### src/rtl/cntr_modulus_down.sv
// Modulus-N down-counter: counts MOD_VAL-1 .. 0 and wraps, or halts at 0 in one-shot mode.
// at_zero is the cascade borrow; wrap and halted are registered status flags.
//
//   state | meaning
//   ------+-----------------------------------------------------------
//   RUN   | counting down; at 0 either wraps (oneshot=0) or halts
//   HALT  | parked at q=0; leaves on load, or on a count with oneshot=0
module cntr_modulus_down #(
   parameter int WIDTH   = 16,
   parameter int MOD_VAL = 50223
) (
   input  logic             clk,
   input  logic             rst,
   input  logic             ena,
   input  logic             sclear,
   input  logic             sload,
   input  logic [WIDTH-1:0] sdata,
   input  logic             oneshot,
   output logic [WIDTH-1:0] q,
   output logic             at_zero,
   output logic             wrap,
   output logic             halted
);

   typedef enum logic {RUN = 1'b0, HALT = 1'b1} state_t;

   localparam logic [WIDTH-1:0] TOP     = WIDTH'(MOD_VAL - 1);
   // One extra bit so MOD_VAL == 2**WIDTH still compares correctly.
   localparam logic [WIDTH:0]   MOD_EXT = (WIDTH + 1)'(MOD_VAL);

   state_t           state;
   logic [WIDTH-1:0] load_val;

   assign load_val = ({1'b0, sdata} < MOD_EXT) ? sdata : TOP;
   assign at_zero  = (q == '0);

   always_ff @(posedge clk) begin
      if (rst) begin
         q      <= TOP;
         state  <= RUN;
         wrap   <= 1'b0;
         halted <= 1'b0;
      end else begin
         wrap <= 1'b0;
         if (ena) begin
            if (sclear) begin
               q      <= '0;
               state  <= oneshot ? HALT : RUN;
               halted <= oneshot;
            end else if (sload) begin
               q      <= load_val;
               state  <= RUN;
               halted <= 1'b0;
            end else begin
               case (state)
                  RUN: begin
                     if (q != '0) begin
                        q <= q - WIDTH'(1);
                     end else if (oneshot) begin
                        state  <= HALT;
                        halted <= 1'b1;
                     end else begin
                        q    <= TOP;
                        wrap <= 1'b1;
                     end
                  end
                  HALT: begin
                     // HALT is only ever entered with q at 0, so holding q needs no action.
                     if (!oneshot) begin
                        q      <= TOP;
                        state  <= RUN;
                        halted <= 1'b0;
                        wrap   <= 1'b1;
                     end
                  end
                  default: begin
                     state  <= RUN;
                     halted <= 1'b0;
                  end
               endcase
            end
         end
      end
   end

endmodule

### config.mk
export PLATFORM = sky130hd
export DESIGN_NAME = cntr_modulus_down
export DESIGN_NICKNAME = d
export VERILOG_FILES = /design/src/rtl/cntr_modulus_down.sv
export SDC_FILE = /design/constraint.sdc
export NUM_CORES = 1
export LEC_CHECK = 0
export ABC_AREA = 1
export CAP_MARGIN = 20
export CORE_MARGIN = 10
export CORE_UTILIZATION = 30
export DETAILED_ROUTE_END_ITERATION = 7
export GPL_TIMING_DRIVEN = 0
export SYNTH_ARGS = -nofsm -noshare
export SYNTH_HDL_FRONTEND = slang
export SYNTH_SLANG_ARGS = --single-unit
### constraint.sdc
create_clock -name clk -period 1.8 [get_ports clk]
set_input_delay 0.54 -clock clk [delete_from_list [all_inputs] [get_ports clk]]
set_output_delay 0.54 -clock clk [all_outputs]
set_load 0.01 [all_outputs]
==> metrics <==
status finished with violations; failing checks setup timing; Port-buffer cells 38; Slew Viols, Final 0; switch share between 30% and 40%; Post-synth EDFFs 0; first-pass GRT wire length between 10000 and 15000 um; Final Cell Area 2620 um2; dpl hpwl roughly 5000 um; Syn-to-layout area delta 40.7%; clk buf depth 2; Die Span Y around 100 um; Req. time, crit path between 1 and 1.5 ns; Mapped Area 1860 um2; Fin. Hold Viols 0; Vias about 2300; top_reg_cell synth dfxtp_1; critical path's largest stage delay ~0.37 ns; max_cap viols 0; # hold bufs at CTS 0; Reg clk slew, reported paths roughly 0.090 ns; layout cell share with drive strength beyond 1 a little over a fifth; Area after DPL approximately 2300 um2; Synth Area per Inst between 5 and 6 um2; CTS root buffer clkbuf_8; Clock Latency Late Sink 0.27 ns; Sequential Power Share 38.5%; Async SR Flop Fraction 0%; Initial DRT Pass Iterations 4; Top Family by Delay on Critical Path flip-flops; synth top area cells nand2_1 (23%), dfxtp_1 (20%), nand3_1 (11%); die width slightly below 100 um; io pins between 40 and 50; gpl congestion 0.920; Commonest cells post-synth nand2_1 (112), inv_1 (42), nand3_1 (41); TritonCTS clock tree done; Peak supply drop around 0.23 mV; Worst Tran Pin Value roughly 0.54 ns; DRC errors left 0; Pleak 1.31 nW; initial antenna violation count 0; synth warn 0; Routed WL 6750 um; Pwr Density 480 nW/um2; Int Pwr about 780 uW; Synth Register Bits 19; R2R setup slack roughly 0.12 ns; Max Freq about 550 MHz; GR peak layer met2; CP max stage cell dfxtp_4; number of global-route vias before repair 2109; RSZ-0062 raised after global routing true; CP Class flop to primary output; Tcrit/Tclk final 101%; met3 usage between 2 and 3%; Slew HR roughly 64%; cell count after synthesis about 340; Comb pwr share between 30 and 40%; via/cell ratio 4.92; Synth cell types 26; Initial Util a little under a third; ANT cells 0; switching pwr 476 uW; Num Clock Sinks 19; met2 Use GR between 20% and 30%; largest net degree at the start of global routing 12; Final setup viols 1; Seq/Total Area, Yosys around a fifth; Overflow after GRT 0; TritonCTS buffer count 3; most numerous cell in the Yosys netlist nand2_1; CP Buf/Inv Count 3; Setup crit start kind flop; H-tree Lvls 1; worst hold path type flop to flop; GRT Overall Usage about an eighth; CORE AREA approximately 6000 um2; Routed Antenna Nets 0; CP arrival 1.28 ns; # rows 28; area leader, netlist nand2_1; clk_skew ~0.0053 ns; # fillers ~630; syn nets about 360; Iteration-0 DRC Markers 169; fin crit period 1.82 ns; WL per Instance ~15 um; Worst Path Max Fanout 2; die area between 9000 and 10000 um2; crit end category primary output; top-area cell type share of the netlist area a little under a quarter; met1 GRT Util 16.1%; part of the power in the clock network roughly 27%; worst setup slack after layout -0.0163 ns; fin nets 412; Core Util, Final 43.8%; critical-path cell list inv_4 > ha_4 > nand3_4 > nor2_4 > nand2_4 > inv_2 > buf_6
timing repair:
| action | 4_1_cts | 5_1_grt |
|---|---|---|
| endpoints found under the setup margin | 27 | 27 |
| gates resized for setup | 40 | 46 |
| setup buffers | 6 | 2 |
| hold endpoints to repair | 0 | 0 |
| pin swaps | 5 | 9 |
power groups by stage:
stage                     sequential (mW)  combinational, mW  clock, mW
after floorplan                     0.494              0.231          0
after global placement              0.494              0.390          0
after detailed placement            0.494              0.393          0
after CTS                           0.484              0.412      0.333
after global routing                0.488              0.488      0.346
final                               0.484              0.436      0.339
worst paths after layout:
path	to	start	cells past startpoint
setup / recovery	at_zero	q[1]	7
hold / removal	halted	halted	2
setup reg to reg	q[2]	q[1]	14
hold reg to reg	halted	halted	2
cells in the final DEF, fill, tap and decap left out, drive strengths merged, types with 10 or more instances in the layout:
master / synthesis / layout
dfxtp: 19 / 19
dlymetal6s2s: 0 / 13
o21ai: 21 / 21
clkdlybuf4s50: 0 / 19
a21oi: 20 / 20
nand3: 43 / 43
nand2: 120 / 120
inv: 45 / 45
buf: 4 / 12
nor2: 43 / 43
nand4: 10 / 10
cells by family (layout without fill, tap and decap cells):
logic type,count (synthesis),count (layout),share of synthesized area [%]
and+or+nand+nor,217,217,53.5
DFF,19,19,20.4
buffers and inverters,54,104,11.1
AOI/OAI and AO/OA,44,44,13.2
xor gates and xnor gates,1,1,0.470
adders and majority gates,2,2,1.34
per-layer routing:
layer / vias up / wire [um] / share of wire [%]
li1: 1177 / - / -
met1: 1020 / 2940 / 44
met2: 71 / 3320 / 49
met3: 7 / 442 / 6.5
met4: 0 / 51 / 0.76
met5: - / 0 / 0
area by class of cell:
class / count / area, um2 / area share (%)
Sequential cell: 19 / 414 / 15.8
Timing Repair Buffer: 46 / 472 / 18.0
Multi-Input combinational cell: 264 / 1380 / 52.6
Buffer: 9 / 43.8 / 1.67
Clock inverter: 1 / 5.00 / 0.191
Tap cell: 75 / 93.8 / 3.58
Inverter: 45 / 174 / 6.63
Clock buffer: 3 / 41.3 / 1.58
worst min-delay path: stages, from the launching register on:
cell     delay [ns]
dfxtp_1        0.32
nand2_1        0.07
a21oi_2        0.05
sequential cells by signal, summed over array words and instances, names as in the netlist:
register / count
q: 16
halted: 1
state: 1
wrap: 1
per-stage QoR:
step                TNS (ns)  total power [mW]  instances  hold WS [ns]  worst slack [ns]
CTS                  -0.0200              1.23        460         0.492           -0.0200
global placement       -5.94             0.885        450         0.455            -0.477
floorplan                  0             0.725        337         0.491             0.147
detailed placement     -6.09             0.887        450         0.481            -0.467
global route          -0.107              1.32        462         0.499           -0.0740
finish               -0.0163              1.26        462         0.486           -0.0163
Power figures use the tool's default switching activity.
==> edit: new RTL, same settings <==
The parameter `WIDTH` goes from 16 to 12.
--- a/src/rtl/cntr_modulus_down.sv
+++ b/src/rtl/cntr_modulus_down.sv
@@ -6,7 +6,7 @@
 //   RUN   | counting down; at 0 either wraps (oneshot=0) or halts
 //   HALT  | parked at q=0; leaves on load, or on a count with oneshot=0
 module cntr_modulus_down #(
-   parameter int WIDTH   = 16,
+   parameter int WIDTH   = 12,
    parameter int MOD_VAL = 50223
 ) (
    input  logic             clk,
Ports: changed (resized q and sdata); port bits go from 41 to 33. No check against the original RTL was run, so the function may have changed too.
==> edit against the unedited design <==
- the flow still finishes with violations (setup timing)
- area after synthesis decreased by 28%
- cell area decreased by 24%
- power decreased by 23%
- wire length decreased by 33%
- worst setup slack got worse by 0.024 ns
- sequential cell count decreased by 4
- non-clock buffer count decreased by 8
- clock power decreased by 15%
- critical endpoint unchanged
==> edit: results (changes against the unedited design) <==
| Metric | Value |
|---|---|
| Clock slew at reported path FFs | `0.07 ns (-0.02 ns)` |
| Min-delay src | `q[7]` |
| Area contributors post-synth | `dfxtp_1, nand2_1, nand3_1, inv_1, nor2_1` |
| Proportion of layout cells with a drive suffix above 1 | `0.268 (+0.0534)` |
| DR iter-0 viols | `169 (unchanged)` |
| Status | `finished with violations` |
| Synth area leader | `dfxtp_1` |
| Cell variety after synth | `24 (-7.7%)` |
| Worst reg2reg path startpoint | `q[0]` |
| CP arrival | `1.30 ns (+0.02 ns)` |
| R2r endpoint | `q[10]` |
| Max reg flops | `12 (-4)` |
| Failing checks | `setup timing` |
| R2r setup slk | `0.17 ns (+0.05 ns)` |
| # diodes | `0 (unchanged)` |
| Final setup violation count | `1 (unchanged)` |
| Final Skew | `0.000969 ns (-0.00431 ns)` |
| WHS Endpoint | `q[7]` |
| Commonest cells in the netlist | `nand2_1, inv_1, nand3_1, nor2_1, a21oi_1` |
| Post-DP HPWL | `3370 µm (-34%)` |
| First-pass GRT wire length | `7190 µm (-33%)` |
| Max VDD drop | `298 µV (+31%)` |
| Leak Pwr | `0.951 nW (-27%)` |
| Final WS setup | `-0.0404 ns (-0.0242 ns)` |
| Global-route usage over all layers | `0.114 (-0.0171)` |
| Post-synthesis sequential area ratio | `0.225 (+0.0203)` |
| DR vias | `1674 (-26%)` |
| Worst-skew pair later-pin latency | `0.25 ns (-0.02 ns)` |
| Crit Path Max Fanout | `4 (+2)` |
| Pre-CTS setup slack | `-0.451 ns (+0.0163 ns)` |
| # nets final | `301 (-27%)` |
| Net Count, Synth | `254 (-30%)` |
| Total Wirelength | `4500 µm (-33%)` |
| R2R cell count | `12 (-2)` |
| Largest net degree at the start of global routing | `11 (-1)` |
| Final GP Congestion | `0.888 (-3.5%)` |
==> edit: through the flow <==
step | cells | hold WS [ns] | total power, mW | TNS [ns]
final | 332 | 0.502 | 0.974 | -0.0404
after global routing | 332 | 0.523 | 1.03 | -0.108
after CTS | 325 | 0.509 | 0.951 | -0.0498
after detailed placement | 318 | 0.510 | 0.655 | -3.74
after global placement | 318 | 0.496 | 0.654 | -3.87
after floorplan | 234 | 0.512 | 0.534 | 0
==> edit: area by class of cell <==
type	count	area, µm²
Multi-Input combinational cell	178	966
Clock buffer	4	45.0
Timing Repair Buffer	43	435
Fill cell	482	2340
Buffer	4	18.8
Inverter	36	140
Sequential cell	15	317
Tap cell	52	65.1
==> edit: worst max path at each step <==
stage          startpoint       to  slack [ns]
2_1_floorplan        q[0]  at_zero        0.15
5_1_grt              q[0]  at_zero        -0.1
6_report             q[0]  at_zero       -0.04
3_3_place_gp         q[0]  at_zero       -0.43
4_1_cts              q[0]  at_zero       -0.05
3_5_place_dp         q[0]  at_zero       -0.45
==> edit: what timing repair did <==
action,in CTS,in global routing
cloned,0,0
gates resized for setup,23,44
pin swaps,3,23
endpoints found under the setup margin,13,17
buffers inserted,3,8
hold buffers,0,0
==> edit: logic make-up after synthesis <==
kind of cell    share of synthesized area
buf+inv                             0.122
compound gates                      0.207
simple gates                        0.428
fa+ha+maj                          0.0187
flops                               0.225
==> edit: power breakdown <==
part           switching, mW  internal (mW)
sequential            0.0262          0.352
combinational          0.171          0.136
clock                  0.132          0.157
total                  0.329          0.645
==> edit: metal layers <==
metal,routed length (µm),GRT usage,share of wire
met5,0,0,0
met4,46,0.0309,0.010
met3,261,0.0216,0.058
met2,2130,0.197,0.47
met1,2060,0.139,0.46
